===== config.mk =====
export PLATFORM = sky130hd
export DESIGN_NAME = gpio_bus_mux
export DESIGN_NICKNAME = d
export VERILOG_FILES = /design/src/rtl/gpio_bus_mux.sv
export SDC_FILE = /design/constraint.sdc
export NUM_CORES = 1
export LEC_CHECK = 0
export CAP_MARGIN = 10
export CORE_ASPECT_RATIO = 0.75
export CORE_MARGIN = 3
export CORE_UTILIZATION = 48
export CTS_CLUSTER_DIAMETER = 150
export CTS_CLUSTER_SIZE = 14
export DETAILED_ROUTE_END_ITERATION = 12
export GPL_TIMING_DRIVEN = 0
export MAX_ROUTING_LAYER = met4
export PLACE_DENSITY = 0.82
export SYNTH_ARGS = -nofsm -noshare
export SYNTH_HDL_FRONTEND = slang
export SYNTH_SLANG_ARGS = --single-unit

===== constraint.sdc =====
create_clock -name clk -period 2.3 [get_ports clk]
set_clock_uncertainty 0.15 [all_clocks]
set_input_delay 0.69 -clock clk [delete_from_list [all_inputs] [get_ports clk]]
set_output_delay 0.69 -clock clk [all_outputs]
set_load 0.01 [all_outputs]

===== src/rtl/gpio_bus_mux.sv =====
// Multiplexes the CPU address and data buses onto one shared GPIO byte lane.
// Also synchronises the pin-side IRQ and NMI inputs for the core.
module gpio_bus_mux #(
   parameter int DATA_W      = 8,
   parameter int ADDR_W      = 16,
   parameter int HOLD        = 1,
   parameter int SYNC_STAGES = 2
) (
   input  logic                        clk,
   input  logic                        nrst,
   input  logic                        cs,
   input  logic                        bus_req,
   input  logic                        bus_rw,
   input  logic [ADDR_W-1:0]           bus_addr,
   input  logic [DATA_W-1:0]           bus_wdata,
   output logic [DATA_W-1:0]           bus_rdata,
   output logic                        bus_busy,
   output logic                        bus_done,
   output logic                        bus_abort,
   output logic [DATA_W-1:0]           pin_out,
   output logic                        pin_oe,
   input  logic [DATA_W-1:0]           pin_in,
   output logic [ADDR_W/DATA_W-1:0]    addr_stb,
   output logic                        wr_n,
   output logic                        rd_n,
   input  logic                        irq_n_pin,
   input  logic                        nmi_n_pin,
   output logic                        irq,
   output logic                        nmi
);

   localparam int NPH  = ADDR_W / DATA_W;
   localparam int IDXW = (NPH > 1) ? $clog2(NPH) : 1;
   localparam int CNTW = (HOLD > 1) ? $clog2(HOLD) : 1;
   localparam logic [IDXW-1:0] IDX_TOP  = IDXW'(NPH - 1);
   localparam logic [CNTW-1:0] CNT_LAST = CNTW'(HOLD - 1);

   typedef enum logic [2:0] {
      S_IDLE = 3'd0,
      S_ADDR = 3'd1,
      S_TURN = 3'd2,
      S_DATA = 3'd3,
      S_DONE = 3'd4
   } state_t;

   state_t                 state_r;
   logic [IDXW-1:0]        idx_r;
   logic [CNTW-1:0]        cnt_r;
   logic [ADDR_W-1:0]      addr_r;
   logic [DATA_W-1:0]      wdata_r;
   logic                   rw_r;
   logic                   rd_cap_r;
   logic [DATA_W-1:0]      slice_s;
   logic [NPH-1:0]         stb_s;
   logic [SYNC_STAGES-2:0] irq_sync_r;
   logic [SYNC_STAGES-1:0] nmi_sync_r;
   logic                   nmi_prev_r;

   // Current address slice and its one-hot strobe, selected by the phase index.
   always_comb begin
      slice_s        = addr_r[int'(idx_r)*DATA_W +: DATA_W];
      stb_s          = '0;
      stb_s[idx_r]   = 1'b1;
   end

   // Transfer sequencer; pin outputs are registered from the state of the previous cycle.
   always_ff @(posedge clk or negedge nrst) begin
      if (!nrst) begin
         state_r   <= S_IDLE;
         idx_r     <= '0;
         cnt_r     <= '0;
         addr_r    <= '0;
         wdata_r   <= '0;
         rw_r      <= 1'b0;
         rd_cap_r  <= 1'b0;
         pin_out   <= '0;
         pin_oe    <= 1'b0;
         addr_stb  <= '0;
         wr_n      <= 1'b1;
         rd_n      <= 1'b1;
         bus_rdata <= '0;
         bus_busy  <= 1'b0;
         bus_done  <= 1'b0;
         bus_abort <= 1'b0;
      end else if (cs && (state_r != S_IDLE)) begin
         state_r   <= S_IDLE;
         cnt_r     <= '0;
         rd_cap_r  <= 1'b0;
         pin_oe    <= 1'b0;
         addr_stb  <= '0;
         wr_n      <= 1'b1;
         rd_n      <= 1'b1;
         bus_busy  <= 1'b0;
         bus_done  <= 1'b0;
         bus_abort <= 1'b1;
      end else begin
         bus_done  <= 1'b0;
         bus_abort <= 1'b0;
         rd_cap_r  <= 1'b0;
         pin_oe    <= 1'b0;
         addr_stb  <= '0;
         wr_n      <= 1'b1;
         rd_n      <= 1'b1;
         bus_busy  <= (state_r != S_IDLE);
         if (rd_cap_r) begin
            bus_rdata <= pin_in;
         end
         case (state_r)
            S_IDLE: begin
               if (bus_req && !cs) begin
                  addr_r  <= bus_addr;
                  wdata_r <= bus_wdata;
                  rw_r    <= bus_rw;
                  idx_r   <= IDX_TOP;
                  cnt_r   <= '0;
                  state_r <= S_ADDR;
               end
            end
            S_ADDR: begin
               pin_oe   <= 1'b1;
               pin_out  <= slice_s;
               addr_stb <= stb_s;
               if (cnt_r == CNT_LAST) begin
                  cnt_r <= '0;
                  if (idx_r == '0) begin
                     state_r <= rw_r ? S_TURN : S_DATA;
                  end else begin
                     idx_r <= idx_r - IDXW'(1);
                  end
               end else begin
                  cnt_r <= cnt_r + CNTW'(1);
               end
            end
            S_TURN: begin
               cnt_r   <= '0;
               state_r <= S_DATA;
            end
            S_DATA: begin
               if (rw_r) begin
                  rd_n     <= 1'b0;
                  rd_cap_r <= (cnt_r == CNT_LAST);
               end else begin
                  pin_oe  <= 1'b1;
                  pin_out <= wdata_r;
                  wr_n    <= 1'b0;
               end
               if (cnt_r == CNT_LAST) begin
                  cnt_r   <= '0;
                  state_r <= S_DONE;
               end else begin
                  cnt_r <= cnt_r + CNTW'(1);
               end
            end
            S_DONE: begin
               bus_done <= 1'b1;
               state_r  <= S_IDLE;
            end
            default: begin
               state_r <= S_IDLE;
            end
         endcase
      end
   end

   // IRQ synchroniser; the inverted final stage is the irq flop itself.
   always_ff @(posedge clk or negedge nrst) begin
      if (!nrst) begin
         irq_sync_r <= '1;
         irq        <= 1'b0;
      end else begin
         irq_sync_r <= (SYNC_STAGES-1)'({irq_sync_r, irq_n_pin});
         irq        <= ~irq_sync_r[SYNC_STAGES-2];
      end
   end

   // NMI synchroniser with falling-edge detect on the synchronised level.
   always_ff @(posedge clk or negedge nrst) begin
      if (!nrst) begin
         nmi_sync_r <= '1;
         nmi_prev_r <= 1'b1;
         nmi        <= 1'b0;
      end else begin
         nmi_sync_r <= SYNC_STAGES'({nmi_sync_r, nmi_n_pin});
         nmi_prev_r <= nmi_sync_r[SYNC_STAGES-1];
         nmi        <= nmi_prev_r & ~nmi_sync_r[SYNC_STAGES-1];
      end
   end

endmodule

# Yosys cells after proc, flatten, opt, wreduce, memory -nomap -nowiden

Cells that the tools add are included.

Magnitude comparators: 2
Bitwise gates (word level): 5
Mux-type cells: 36
Reduce and logical (&&, ||, !) cells: 16
$add $sub $neg: 2
Shift operators: 1
Equal/unequal tests: 11

Operator list:

| cell                                                                          | number |
|---|---|
| 1-bit two-way mux                                                             | 22 |
| 8-bit case mux with 2 select lines                                            | 1 |
| 16-bit by 5-bit indexed part select with 8-bit output                         | 1 |
| 3-bit two-way mux                                                             | 5 |
| 3-bit != test (second input constant)                                         | 4 |
| 3-bit case mux with 4 select lines                                            | 1 |
| 8-bit two-way mux                                                             | 1 |
| 4-bit AND reduction                                                           | 2 |
| 3-bit by 2-bit equality test with 1-bit output (second input constant)        | 2 |
| 2-bit != test (second input constant)                                         | 3 |
| 3-bit AND reduction                                                           | 2 |
| 2-bit two-way mux                                                             | 2 |
| 1-bit NOT                                                                     | 4 |
| 1-bit case mux with 2 select lines                                            | 2 |
| 2-bit AND reduction                                                           | 2 |
| 2-bit nonzero test                                                            | 2 |
| 4-bit nonzero test                                                            | 1 |
| 3-bit by 1-bit equality test with 1-bit output (second input constant)        | 1 |
| 3-bit equality test (second input constant)                                   | 1 |
| 1-bit logical AND                                                             | 3 |
| 3-bit zero test                                                               | 1 |
| 1-bit case mux with 3 select lines                                            | 1 |
| 3-bit nonzero test                                                            | 1 |
| 1-bit by 2-bit less-than comparator with 1-bit output (second input constant) | 1 |
| 7 further kinds                                                               | 7 |

Register bits after elaboration: 61
Bits of input ports: 39
Word-level logic and storage cells: 94
Output and inout port bits: 26

# Depth between registers and ports, before layout

Word-level depth: 6
Depth in mapped cells: 5

# Worst setup path before layout

Ideal clock, no wire load.

Path kind: input to register
From: in cs
To: reg pin_out[0]
Stages: 4
Path slack: 0.521 ns
Arrival: 1.505 ns
Cells stage by stage: nor2_2 -> and3_1 -> buf_4 -> mux2_2

Cells in the longest elaborated chain, start to end: 3

Ends and longest elaborated chain:

| element                       | RTL line | source |
|---|---|---|
| from (decl)                   | 11       | `input logic cs,` |
| 1-bit logical AND             | 85       | `end else if (cs && (state_r != S_IDLE)) begin` |
| 1-bit NOT (no line)           | -        |  |
| 3-bit AND reduction (no line) | -        |  |
| to (signal assigned)          | 121      | `pin_out <= slice_s;` |
| to (signal assigned)          | 144      | `pin_out <= wdata_r;` |
| to (decl)                     | 20       | `output logic [DATA_W-1:0] pin_out,` |

No other way between the ends.
A chain may end at the register's enable or synchronous reset.

# Final worst setup path

From: in cs
To: reg addr_r[11]

Cells in the longest elaborated chain, start to end: 3
Elaborated cells on any way between the ends: 5

Ends and longest elaborated chain:

| element                                              | RTL line | source |
|---|---|---|
| 1-bit zero test or 1-bit logical AND (tied branches) | 110, 85  |  |
| 1-bit logical AND or 1-bit NOT (tied branches)       | -        |  |
| 3-bit AND reduction (no line) *                      | -        |  |
| to (signal assigned)                                 | 111      | `addr_r <= bus_addr;` |
| to (decl)                                            | 49       | `logic [ADDR_W-1:0] addr_r;` |

Every way passes the cells marked *; elsewhere a longest branch is shown, timed or not.

==> impl_results.md <==
* Synth Cell Area at 2460 µm²
* Synth Area in XOR/XNOR at 0%
* Minimum clock period after layout at roughly 2.2 ns
* Via-to-Cell Ratio at about 5.0
* Pleak at 1.54 nW
* RD Place Congestion at between 0.7 and 0.8
* Nets at roughly 270
* Design Power at 0.00351 W
* DP Wirelength at ~3400 µm
* Clk root buf: clkbuf_8
* # port buffers at 64
* Worst IR drop on VDD at approximately 0.54 mV
* Clk buf depth at 2
* Core Util, Final at around 71%
* Main combinational cell family by area after synthesis: multiplexers
* Register Area at ~1500 µm²
* WL per Instance at 15.5 µm
* H-tree depth at 3
* Iteration-0 DRC Markers at 54
* Post-route ant nets at 0
* Worst slew margin at between 60 and 70%
* Worst skew pair latency at between 0.3 and 0.4 ns
* Synthesized instance count at 153
* Unrepaired setup endpoints after global routing: false
* Outcome: completed
* Slew Limit Fails at 0
* FP Rows at 21
* Sequential area share after synthesis at 61.3%
* Min-delay worst type: in -> async
* Worst r2r src: state_r[1]
* Hold Buf Count CTS at 0
* Clock transition at the registers of the reported paths at about 0.070 ns
* Io pins at 65
* CTS Buf Count at 9
* Peak Freq at 0.452 GHz
* Max-cap violation count at 0
* Fraction of layout cells with a size suffix above 1 at a little under two fifths
* Worst-case reg-to-reg path depth at 5
* Largest net degree at the start of global routing at 42
* Clock sinks at 60
* Syn_nets at about 190
* Post CTS Setup Buffer Count at 0
* DRC at 0
* Die X at 88.7 µm
* Ant diodes at 0
* PD cells at roughly 1000 nW/µm²
* DRT Pass-1 Iters at 4
* Crit Path Max Fanout at 10
* Area of the multi-input gates at slightly below 900 µm²
* Final setup viols at 0
* Worst-margin pin slew at 0.455 ns
* Sw Share at 26.9%
* Initial antenna violation count at 0
* Combinational power share at 33.5%
* Syn_area_per_cell at 16.1 µm²
* Vias at 1,442
* Setup crit start kind: primary input
* Sequential Power Share at approximately 44%
* Simple-Gate Fraction of Synth Area at 5.85%
* Type of element capturing the critical path: flip-flop
* Synthesized-area fraction occupied by adder cells at 0%
* GRT Util Overall at 18.1%
* Crit Path Category: in -> reg
* Synth warn at 0
* Synthesis-stage register bit count at 60
* CTS tree: done
* R2R Setup Slk at ~0.59 ns
* Final Hold Viols at 0
* CP required at 2.37 ns
* Vias in the first global route at 1,501
* Die Height at slightly below 70 µm
* # fillers at 323
* Clk pwr share at between 20% and 30%
* Pint at between 0.002 and 0.003 W
* Post-CTS resize count at 0
* Grt total ovfl at 0
* CORE AREA at 4700 µm²
* Compound-Gate Fraction of Synth Area at roughly 1.2%
* Die Area at 6030 µm²
* Final worst-path cycle share at a little over nine tenths
* Area grow syn2layout at 36.4%
* Crit Reg-Reg Endpoint: wdata_r[0]
* Net Switching at around 0.00095 W
* Initial Utilization at roughly 52%
* Synth unique cells at 26
* Drt total wl at ~4500 µm
* Critical Path AT at 2.29 ns
* Post-synthesis mux area share at 29.2%
* Global-route wire length before repair at about 7600 µm
[cell usage in the layout (no fill, tap or decap), drive strengths merged]
master / n
a21o: 1
a21oi: 1
and2: 1
and3: 2
buf: 8
clkbuf: 11
clkdlybuf4s50: 63
clkinv: 4
clkinvlp: 1
dfrtp: 54
dfstp: 6
inv: 3
mux2: 57
mux2i: 1
nand2: 4
nand3: 1
nand3b: 1
nor2: 8
nor2b: 1
nor3: 2
o21ai: 1
o31ai: 1
or3: 1
or4b: 1
[how the worst max path moves through the flow]
stage | cells past startpoint | endpoint | startpoint | slack [ns]
after floorplan | 4 | pin_out[0] | cs | 0.52
after global placement | 1 | nmi | nrst | -1.44
after detailed placement | 5 | addr_r[11] | cs | -0.26
after CTS | 1 | rd_n | rd_n | 0.07
after global routing | 4 | bus_rdata[4] | cs | 0.03
final | 5 | addr_r[11] | cs | 0.09
[cell type report]
class                      instances  area share (%)
sequential                        60            45.0
tap                               57            2.13
clock buffer                      11            4.21
timing repair buffer              65            19.5
multi-input combinational         84            26.6
inverter                           3           0.336
buffer                             6            1.42
clock inverter                     5           0.820
[synth_stat cells]
library cell  instances  share of area [%]
a21o_1                1               0.31
a21oi_1               1               0.20
and2_1                1               0.25
and3_1                2               0.51
buf_2                 2               0.41
buf_4                 2               0.61
buf_6                 2               0.92
dfrtp_1              54                 55
dfstp_2               6                6.4
inv_1                 3               0.46
mux2_1                5                2.3
mux2_2               34                 16
mux2_4               18                 11
mux2i_1               1               0.41
nand2_1               4               0.61
nand3_4               1               0.71
nand3b_4              1               0.81
nor2_1                6               0.92
nor2_2                2               0.51
nor2b_1               1               0.25
nor3_1                1               0.20
nor3_2                1               0.41
o21ai_2               1               0.36
o31ai_1               1               0.31
or3_1                 1               0.25
or4b_1                1               0.41
[per-layer routing]
layer / share of wire, % / vias up / track usage [%]
met1: 43 / 708 / 22.3
li1: - / 689 / -
met3: 5.6 / 8 / 7.46
met5: 0 / - / -
met2: 49 / 37 / 26.8
met4: 1.8 / 0 / 6.79
[sequential cells by signal (all words and copies together), names as in the netlist, 2 cells and up]
name        cells
state_r         3
addr_stb        2
nmi_sync_r      2
wdata_r         8
bus_rdata       8
pin_out         8
addr_r         16
[metrics by stage]
stage	TNS (ns)	setup slack [ns]	instance area [µm²]	instances	hold WS (ns)
2_1_floorplan	0	0.521	2460	153	0.195
3_3_place_gp	-89.10	-1.44	3170	274	0.197
3_5_place_dp	-7.84	-0.257	3190	275	0.200
4_1_cts	0	0.0717	3360	291	0.143
5_1_grt	0	0.0350	3360	291	0.165
6_report	0	0.0861	3360	291	0.142
[worst max-delay path, stage by stage]
cell             delay, ns
clkdlybuf4s50_1       0.64
nor2_2                0.10
nand3_4               0.16
buf_2                 0.31
mux2_2                0.37
[cell families after synthesis]
group | after synthesis
buf+inv | 9
compound gates | 4
mux | 58
flops | 60
simple gates | 22
[power groups by stage]
stage / sequential, W / clock, W / combinational, W
finish: 0.00153 / 0.000806 / 0.00118
detailed placement: 0.00155 / 0 / 0.00120
global placement: 0.00154 / 0 / 0.00115
global route: 0.00157 / 0.000878 / 0.00127
floorplan: 0.00158 / 0 / 0.000665
CTS: 0.00153 / 0.000826 / 0.00120
(Power assumes the default switching activity.)
